$ cat src/rtl/operand_fetch_unit_if.sv
// CPU-bus and request/result bundle for operand_fetch_unit.
// master = requester/bus model side, slave = the sequencer.
interface operand_fetch_unit_if;
   logic        start_i;
   logic [2:0]  mode_i;
   logic [15:0] pc_i;
   logic [7:0]  index_x_i;
   logic [7:0]  index_y_i;
   logic [7:0]  data_i;
   logic        data_valid_i;
   logic [15:0] address_o;
   logic        address_valid_o;
   logic        busy_o;
   logic        done_o;
   logic [7:0]  operand_o;
   logic [15:0] effective_address_o;
   logic [15:0] next_pc_o;
   logic        page_cross_o;
   logic        zero_o;
   logic        negative_o;

   modport master (
      output start_i, mode_i, pc_i, index_x_i, index_y_i, data_i, data_valid_i,
      input  address_o, address_valid_o, busy_o, done_o, operand_o,
             effective_address_o, next_pc_o, page_cross_o, zero_o, negative_o
   );

   modport slave (
      input  start_i, mode_i, pc_i, index_x_i, index_y_i, data_i, data_valid_i,
      output address_o, address_valid_o, busy_o, done_o, operand_o,
             effective_address_o, next_pc_o, page_cross_o, zero_o, negative_o
   );
endinterface

$ cat src/rtl/operand_fetch_unit.sv
// Addressing-mode sequencer: fetches operand bytes, forms the effective address, reads the operand.
// Optional OFU_PAGE_PENALTY_EN inserts the 6502-style dummy read on an indexed-absolute page cross.
module operand_fetch_unit #(
   parameter int CLOCK_DIVIDER = 12
) (
   input  logic               clock_i,
   input  logic               reset_ni,
   operand_fetch_unit_if.slave bus
);

   localparam int CNT_W = (CLOCK_DIVIDER > 1) ? $clog2(CLOCK_DIVIDER) : 1;
   localparam logic [CNT_W-1:0] CNT_MAX = CNT_W'(CLOCK_DIVIDER - 1);

   localparam logic [2:0] M_IMM  = 3'd0;
   localparam logic [2:0] M_ZP   = 3'd1;
   localparam logic [2:0] M_ZPX  = 3'd2;
   localparam logic [2:0] M_ZPY  = 3'd3;
   localparam logic [2:0] M_ABS  = 3'd4;
   localparam logic [2:0] M_ABSX = 3'd5;
   localparam logic [2:0] M_ABSY = 3'd6;

   typedef enum logic [2:0] {
      S_IDLE, S_OPER_LO, S_OPER_HI, S_INDEX, S_FIX, S_READ
   } state_t;

   function automatic logic is_abs(input logic [2:0] m);
      return (m == M_ABS) || (m == M_ABSX) || (m == M_ABSY);
   endfunction

   function automatic logic [7:0] index_sel(input logic [2:0] m,
                                            input logic [7:0] x,
                                            input logic [7:0] y);
      if (m == M_ZPX || m == M_ABSX) return x;
      if (m == M_ZPY || m == M_ABSY) return y;
      return 8'h00;
   endfunction

   logic [CNT_W-1:0] div_cnt;
   logic             tick;
   state_t           state;
   logic [2:0]       mode_q;
   logic             pcross_q;
   logic [15:0]      pc_q;
   logic [7:0]       lo_q;
   logic [7:0]       idx_q;
   logic [8:0]       sum;
   logic             crossed;

   assign tick    = (div_cnt == CNT_MAX);
   assign sum     = {1'b0, lo_q} + {1'b0, idx_q};
   assign crossed = sum[8] && (mode_q == M_ABSX || mode_q == M_ABSY);

   always_ff @(posedge clock_i) begin
      if (!reset_ni || tick) div_cnt <= '0;
      else                   div_cnt <= div_cnt + 1'b1;
   end

   always_ff @(posedge clock_i) begin
      if (!reset_ni) begin
         state                   <= S_IDLE;
         mode_q                  <= M_IMM;
         pcross_q                <= 1'b0;
         bus.address_o           <= '0;
         bus.address_valid_o     <= 1'b0;
         bus.busy_o              <= 1'b0;
         bus.done_o              <= 1'b0;
         bus.operand_o           <= '0;
         bus.effective_address_o <= '0;
         bus.next_pc_o           <= '0;
         bus.page_cross_o        <= 1'b0;
         bus.zero_o              <= 1'b0;
         bus.negative_o          <= 1'b0;
      end else begin
         bus.done_o <= 1'b0;
         if (tick) begin
            unique case (state)
               S_IDLE: begin
                  if (bus.start_i) begin
                     mode_q              <= bus.mode_i;
                     pc_q                <= bus.pc_i;
                     idx_q               <= index_sel(bus.mode_i, bus.index_x_i, bus.index_y_i);
                     pcross_q            <= 1'b0;
                     bus.address_o       <= bus.pc_i;
                     bus.address_valid_o <= 1'b1;
                     bus.busy_o          <= 1'b1;
                     state               <= S_OPER_LO;
                  end
               end
               S_OPER_LO: begin
                  if (bus.data_valid_i) begin
                     lo_q <= bus.data_i;
                     if (mode_q == M_ZP) begin
                        bus.address_o <= {8'h00, bus.data_i};
                        state         <= S_READ;
                     end else if (mode_q == M_ZPX || mode_q == M_ZPY) begin
                        bus.address_o <= {8'h00, bus.data_i};
                        state         <= S_INDEX;
                     end else if (is_abs(mode_q)) begin
                        bus.address_o <= pc_q + 16'd1;
                        state         <= S_OPER_HI;
                     end else begin
                        // IMM and the reserved mode finish on the first byte
                        bus.operand_o           <= bus.data_i;
                        bus.effective_address_o <= pc_q;
                        bus.next_pc_o           <= pc_q + 16'd1;
                        bus.page_cross_o        <= 1'b0;
                        bus.zero_o              <= (bus.data_i == 8'h00);
                        bus.negative_o          <= bus.data_i[7];
                        bus.done_o              <= 1'b1;
                        bus.address_valid_o     <= 1'b0;
                        bus.busy_o              <= 1'b0;
                        state                   <= S_IDLE;
                     end
                  end
               end
               S_OPER_HI: begin
                  if (bus.data_valid_i) begin
                     pcross_q <= crossed;
`ifdef OFU_PAGE_PENALTY_EN
                     if (crossed) begin
                        bus.address_o <= {bus.data_i, sum[7:0]};
                        state         <= S_FIX;
                     end else begin
                        bus.address_o <= {bus.data_i, lo_q} + {8'h00, idx_q};
                        state         <= S_READ;
                     end
`else
                     bus.address_o <= {bus.data_i, lo_q} + {8'h00, idx_q};
                     state         <= S_READ;
`endif
                  end
               end
               S_INDEX: begin
                  bus.address_o <= {8'h00, sum[7:0]};
                  state         <= S_READ;
               end
               S_FIX: begin
                  // bumping the high byte wraps page FF to page 00
                  bus.address_o <= bus.address_o + 16'h0100;
                  state         <= S_READ;
               end
               S_READ: begin
                  if (bus.data_valid_i) begin
                     bus.operand_o           <= bus.data_i;
                     bus.effective_address_o <= bus.address_o;
                     bus.next_pc_o           <= pc_q + (is_abs(mode_q) ? 16'd2 : 16'd1);
                     bus.page_cross_o        <= pcross_q;
                     bus.zero_o              <= (bus.data_i == 8'h00);
                     bus.negative_o          <= bus.data_i[7];
                     bus.done_o              <= 1'b1;
                     bus.address_valid_o     <= 1'b0;
                     bus.busy_o              <= 1'b0;
                     state                   <= S_IDLE;
                  end
               end
               default: state <= S_IDLE;
            endcase
         end
      end
   end

endmodule

$ cat src/flat_wrapper.sv
// flat-port wrapper written by rule: the top's interface ports become plain ports
module operand_fetch_unit_flat 
#(
   parameter int CLOCK_DIVIDER = 12
)
  (clock_i, reset_ni, bus_start_i, bus_mode_i, bus_pc_i, bus_index_x_i, bus_index_y_i, bus_data_i, bus_data_valid_i, bus_address_o, bus_address_valid_o, bus_busy_o, bus_done_o, bus_operand_o, bus_effective_address_o, bus_next_pc_o, bus_page_cross_o, bus_zero_o, bus_negative_o);
  operand_fetch_unit_if bus_i ();
  input  logic clock_i;
  input  logic reset_ni;
  input wire logic [$bits(bus_i.start_i)-1:0] bus_start_i;
  input wire logic [$bits(bus_i.mode_i)-1:0] bus_mode_i;
  input wire logic [$bits(bus_i.pc_i)-1:0] bus_pc_i;
  input wire logic [$bits(bus_i.index_x_i)-1:0] bus_index_x_i;
  input wire logic [$bits(bus_i.index_y_i)-1:0] bus_index_y_i;
  input wire logic [$bits(bus_i.data_i)-1:0] bus_data_i;
  input wire logic [$bits(bus_i.data_valid_i)-1:0] bus_data_valid_i;
  output wire logic [$bits(bus_i.address_o)-1:0] bus_address_o;
  output wire logic [$bits(bus_i.address_valid_o)-1:0] bus_address_valid_o;
  output wire logic [$bits(bus_i.busy_o)-1:0] bus_busy_o;
  output wire logic [$bits(bus_i.done_o)-1:0] bus_done_o;
  output wire logic [$bits(bus_i.operand_o)-1:0] bus_operand_o;
  output wire logic [$bits(bus_i.effective_address_o)-1:0] bus_effective_address_o;
  output wire logic [$bits(bus_i.next_pc_o)-1:0] bus_next_pc_o;
  output wire logic [$bits(bus_i.page_cross_o)-1:0] bus_page_cross_o;
  output wire logic [$bits(bus_i.zero_o)-1:0] bus_zero_o;
  output wire logic [$bits(bus_i.negative_o)-1:0] bus_negative_o;
  assign bus_i.start_i = bus_start_i;
  assign bus_i.mode_i = bus_mode_i;
  assign bus_i.pc_i = bus_pc_i;
  assign bus_i.index_x_i = bus_index_x_i;
  assign bus_i.index_y_i = bus_index_y_i;
  assign bus_i.data_i = bus_data_i;
  assign bus_i.data_valid_i = bus_data_valid_i;
  assign bus_address_o = bus_i.address_o;
  assign bus_address_valid_o = bus_i.address_valid_o;
  assign bus_busy_o = bus_i.busy_o;
  assign bus_done_o = bus_i.done_o;
  assign bus_operand_o = bus_i.operand_o;
  assign bus_effective_address_o = bus_i.effective_address_o;
  assign bus_next_pc_o = bus_i.next_pc_o;
  assign bus_page_cross_o = bus_i.page_cross_o;
  assign bus_zero_o = bus_i.zero_o;
  assign bus_negative_o = bus_i.negative_o;
  operand_fetch_unit #(.CLOCK_DIVIDER(CLOCK_DIVIDER)) u_core (.clock_i(clock_i), .reset_ni(reset_ni), .bus(bus_i));
endmodule
$ cat config.mk
export PLATFORM = sky130hd
export DESIGN_NAME = operand_fetch_unit_flat
export DESIGN_NICKNAME = d
export VERILOG_FILES = /design/src/rtl/operand_fetch_unit_if.sv /design/src/rtl/operand_fetch_unit.sv /design/src/flat_wrapper.sv
export SDC_FILE = /design/constraint.sdc
export NUM_CORES = 1
export LEC_CHECK = 0
export BUFFER_PORTS_ARGS = -buffer_cell sky130_fd_sc_hd__buf_2
export CORE_ASPECT_RATIO = 1.25
export CORE_UTILIZATION = 60
export DETAILED_ROUTE_END_ITERATION = 16
export HOLD_SLACK_MARGIN = 0.03
export PLACE_DENSITY = 0.86
export SLEW_MARGIN = 20
export SYNTH_ARGS = -nofsm -noshare
export SYNTH_HDL_FRONTEND = slang
export SYNTH_SLANG_ARGS = --single-unit
$ cat constraint.sdc
create_clock -name clock_i -period 4 [get_ports clock_i]
set_input_delay 0.2 -clock clock_i [delete_from_list [all_inputs] [get_ports clock_i]]
set_output_delay 0.2 -clock clock_i [all_outputs]
set_load 0.005 [all_outputs]
; After elaboration in Yosys (flattened, before gate mapping)
; Index checks and enable logic that the tools add are counted.
[classes]
n_reduce_logical = 25
eq_ne = 24
mux = 79
addsub = 6
[ops]
columns = operator, n
row1 = $mux 16, 16
row2 = $pmux 16 s5, 1
row3 = $mux 8, 9
row4 = $pmux 16 s2, 2
row5 = $mux 1, 35
row6 = $eq 3x3->1 const B, 7
row7 = $eq 3x2->1 const B, 6
row8 = $mux 3, 6
row9 = $add 16x1->16 const B, 1
row10 = $add 16x16->16, 1
row11 = $add 16x8->16, 1
row12 = $add 16x9->16 const B, 1
row13 = $pmux 8 s2, 1
row14 = $pmux 3 s5, 1
row15 = $ne 2x2->1 const B, 7
row16 = $reduce_and 4->1, 3
row17 = $pmux 1 s2, 5
row18 = $add 8x8->9, 1
row19 = $logic_not 8->1, 1
row20 = $reduce_and 8->1, 1
row21 = $logic_or 1x1->1, 7
row22 = $reduce_and 7->1, 1
row23 = $eq 3x1->1 const B, 2
row24 = $reduce_and 6->1, 1
row25 = 15 further kinds, 17
[totals]
register_bits = 104
inputBits = 47
out_inout_bits = 62
word_cells = 150

; Logic depth before layout (Yosys ltp)
[depth]
ltp_word = 14
ltp_mapped = 10
ltp_nobuf = 10

; Least setup slack after synthesis
; Ideal clock, no wire load.
[synth_path]
path_type = register -> register
startpoint = register u_core.div_cnt[0]
endpoint = register u_core.idx_q[0] (enable)
arrival_time_ns = 2.136
slack_ns = 1.459
synth_period_minus_slack_ns = 2.541
path_buffers = 0
path_stages_with_launch = 6
required_time_ns = 3.595
setup_time_ns = 0.405
cell_sequence = dfxtp_1 -> ha_1 -> nand2_1 -> nor2_1 -> nand4b_1 -> nor2_1
[synth_via]
elab_chain_cells = 2
[synth_lines]
columns = item, line
row1 = "start, declared", operand_fetch_unit.sv:38  ; logic [CNT_W-1:0] div_cnt;
row2 = "start signal, assigned", operand_fetch_unit.sv:55  ; else div_cnt <= div_cnt + 1'b1;
row3 = $eq 4x4->1, operand_fetch_unit.sv:49  ; assign tick = (div_cnt == CNT_MAX);
row4 = $reduce_and 4->1 (no source line), n/a
row5 = "end signal, assigned", operand_fetch_unit.sv:81  ; idx_q <= index_sel(bus.mode_i, bus.index_x_i, bus.index_y_i);
row6 = "end, declared", operand_fetch_unit.sv:45  ; logic [7:0] idx_q;
; Every way passes these cells.
; A chain may end at the register's enable or synchronous reset.

; Worst setup path after layout
[layout_path]
startpoint = register u_core.state[2]
endpoint = register u_core.bus.address_o[7]
[layout_via]
elab_chain_cells = 3
word_cells_on_any_way = 12
cone_classes = eq/ne (8) / mux (1) / reduce/logical (3)
[layout_lines]
columns = item, line
row1 = "start, declared", operand_fetch_unit.sv:40  ; state_t state;
row2 = "start signal, assigned", operand_fetch_unit.sv:60  ; state <= S_IDLE;
row3 = "start signal, assigned", operand_fetch_unit.sv:86  ; state <= S_OPER_LO;
row4 = "start signal, assigned", operand_fetch_unit.sv:94  ; state <= S_READ;
row5 = "$eq 3x1->1, or another cell as far along", operand_fetch_unit.sv:76  ; unique case (state)
row6 = "$ne 4x1->1 (no source line), or another cell as far along", n/a
row7 = $reduce_and 6->1 (no source line), n/a
row8 = "end signal, assigned", operand_fetch_unit.sv:83  ; bus.address_o <= bus.pc_i;
row9 = "end signal, assigned", operand_fetch_unit.sv:93  ; bus.address_o <= {8'h00, bus.data_i};
row10 = "end signal, assigned", operand_fetch_unit.sv:96  ; bus.address_o <= {8'h00, bus.data_i};
row11 = "end, declared", operand_fetch_unit_if.sv:30  ; output address_o, address_valid_o, busy_o, done_o, operand_o,
; Several ways; a longest one is shown, not always the timed one.

==> summary.md <==
| Metric | Value |
|---|---|
| Share of layout cells above drive strength 1 | `~20%` |
| 1st-iter DRT viols | `520` |
| Ant diodes | `0` |
| Die Width | `between 80 and 90 um` |
| Final hold slack | `0.0399 ns` |
| Detailed-route via count | `5,417` |
| CTS clk-pin slew, worst paths | `around 0.07 ns` |
| Cell Chain, Critical Path | `inv_1 > xnor2_1 > a221o_1 > a21oi_1 > a311oi_1 > a31o_1` |
| Main synth FF type | `dfxtp_1` |
| Multi-input gate area | `slightly above 3000 sq um` |
| Worst rel slew slack | `26.9%` |
| Cts hold-fix bufs | `0` |
| Nature of the critical path endpoint | `flop` |
| Via density | `between 6 and 7` |
| Worst Tran Pin Value | `between 1 and 1.5 ns` |
| Post-CTS setup buffer count | `0` |
| Crit path buffers/inverters | `1` |
| Worst Path Required | `4.30 ns` |
| VDD IR max | `between 0.2 and 0.25 mV` |
| Register area share after synthesis | `between 40% and 50%` |
| Final setup vio count | `0` |
| Post-synth top area share | `24.9%` |
| Number of remaining DRC errors | `0` |
| H-Tree Depth | `3` |
| Initial Utilization | `between 60% and 70%` |
| RD Place Congestion | `0.989` |
| Worst setup path category | `flop to flop` |
| Largest net degree at the start of global routing | `just over 50` |
| Met2 Wirelength | `7610 um` |
| Fill cells | `727` |
| Worst Path Max Fanout | `29` |
| Yosys warning count | `0` |
| Skew final | `around 0.0046 ns` |
| Arrival time of the worst setup path | `~3.2 ns` |
| LEAKAGE | `~2.6 nW` |
| Worst Hold Class | `input pin to flop` |
| Syn Inst Count | `roughly 650` |
| Tmin final | `approximately 2.9 ns` |
| Root buffer cell | `clkbuf_16` |
| Deepest clock path buffer count | `2` |
| Period utilization | `a little under three quarters` |
| Port Buf Inserts | `around 110` |
| Post-route ant nets | `0` |
| Die ar. | `roughly 9900 sq um` |
| Insertion delay to the later sink of the worst-skew pair | `0.35 ns` |
| Height of the die | `111 um` |
| Num CTS Buffers | `9` |
| CTS resizes | `0` |
| Power Density | `318 nW/um^2` |
| P&R area growth vs syn | `14.9%` |
| Top Metal Used | `met4` |
| Synth cell types | `between 60 and 70` |
| First-pass GRT wire length | `24,000 um` |
| DR WL/cell | `approximately 18 um` |
| Reg area | `approximately 2400 sq um` |
| Setup_tns | `0 ns` |
| Critical Path Start Type | `flop` |
| EDFF count, synth | `32` |
| Final Core Density | `between 70% and 80%` |
| Vias in the first global route | `between 5,000 and 6,000` |
| RSZ-0062 raised after global routing | `no` |
| Share of synthesized registers carrying an async set or reset | `0%` |
| CP delay by family, top | `flip-flops` |
| Max Cap Viol | `0` |
| Status | `finished, final reports clean` |
| Met1 WL | `roughly 6000 um` |
| Core ar. | `approximately 9200 sq um` |
| Row Count | `39` |
| CTS tree | `built` |
| GR Overflow Total | `0` |
| Largest stage delay on the critical path | `approximately 1.1 ns` |
| Nets@finish | `between 700 and 800` |
| Area leader, netlist | `dfxtp_1` |
| Io pins | `about 110` |
| Initial antenna violation count | `0` |
| Max Freq | `0.349 GHz` |
| HPWL Detailed | `~11,000 um` |
| Mapped Nets | `707` |
| Total Wirelength | `15,400 um` |
| Final Hold Vio Count | `0` |
| DR WL met3 | `between 1000 and 1500 um` |
| Synthesized flop and latch total | `103` |
| Post-Synthesis Cell Area | `roughly 5700 sq um` |
| Total global-route track usage | `31.4%` |
| Clock Sinks | `103` |
| Mapped Avg Cell Area | `8.86 sq um` |
| Critical-path top delay cell | `dfxtp_1` |
| DRT Pass-1 Iters | `5` |
| Max-slew violation total from the final report | `0` |
| Ranking of synthesized cells by area | `dfxtp_1, edfxtp_1, nand2_1` |
-- metal layers --
layer | global-route usage [%] | vias up
met5 | 0 | -
met4 | 16.7 | 0
met3 | 5.36 | 64
met2 | 52.3 | 324
met1 | 37.7 | 2488
li1 | - | 2541
-- final timing paths --
path | from | end | slack, ns | cells after the start
worst min register to register | u_core.bus.next_pc_o[0] | u_core.bus.next_pc_o[0] | 0.46 | 2
worst max register to register | u_core.state[2] | u_core.bus.address_o[7] | 1.13 | 6
worst min-delay path | bus_pc_i[12] | u_core.pc_q[12] | 0.04 | 1
worst max-delay path | u_core.state[2] | u_core.bus.address_o[7] | 1.13 | 6
-- cells in the mapped netlist (10+ instances only) --
library cell and n:
ha_1 13, or3_1 10, o211ai_1 10, edfxtp_1 32, buf_2 17, a311oi_1 13, nand2_1 73, a211oi_1 18
xor2_1 20, nor2_1 61, xnor2_1 22, mux2i_1 23, clkbuf_1 22, and3_1 10, nand3_1 28, dfxtp_1 71
a21oi_1 43, o21ai_0 34
-- state kept, by name (all words and copies together) (netlist names), 3 cells and up --
register and flops:
u_core.mode_q 3, u_core.div_cnt 4, u_core.bus.next_pc_o 16, u_core.state 3, u_core.bus.operand_o 8, u_core.idx_q 8
u_core.pc_q 16, u_core.bus.effective_address_o 16, u_core.bus.address_o 16, u_core.lo_q 8
-- cells in the final DEF (no fill, tap or decap), types with 9 or more instances in the layout --
cell / count
ha_1: 13
xnor2_1: 22
a311oi_1: 13
and3_1: 10
a21oi_1: 43
nand3_1: 28
xor2_1: 20
nor3_1: 9
o21ai_0: 34
nand2_1: 73
or3_1: 10
mux2i_1: 23
nor2_1: 60
a211oi_1: 18
o211ai_1: 10
dfxtp_1: 71
a31oi_1: 9
clkbuf_16: 10
buf_2: 108
edfxtp_1: 32
-- logic make-up after synthesis --
logic type               count (synthesis)  share of synthesized area (%)
flip-flops                             103                           41.7
buffers and inverters                   51                           3.99
AND/OR/NAND/NOR                        240                           20.5
adder cells (fa/ha/maj)                 15                           3.55
multiplexers                            23                           4.03
XOR/XNOR                                42                           6.44
AO/OA/AOI/OAI                          171                           19.8
-- area by class of cell --
class                   count  share of cell area, %
well taps                 123                   2.35
flip-flops and latches    103                   36.3
clock buffers              14                   4.65
multi-input cells         491                   47.3
repair buffers            112                   8.70
clock inverters             2                  0.267
inverters                   7                  0.400
-- where the power goes --
part	internal (mW)	switching [mW]	total (mW)	leakage, nW
combinational	0.0357	0.0569	0.0926	1.63
clock	0.532	0.383	0.915	0.161
sequential	1.08	0.00227	1.08	0.861
-- stage by stage --
stage | power, mW | setup slack [ns] | area (sq um) | instances
finish | 2.09 | 1.13 | 6560 | 852
global route | 2.13 | 0.936 | 6560 | 852
CTS | 2.09 | 1.17 | 6560 | 852
detailed placement | 1.20 | 1.24 | 6240 | 836
global placement | 1.19 | 1.36 | 6240 | 836
floorplan | 1.15 | 1.46 | 5710 | 645
Power figures use the tool's default switching activity.
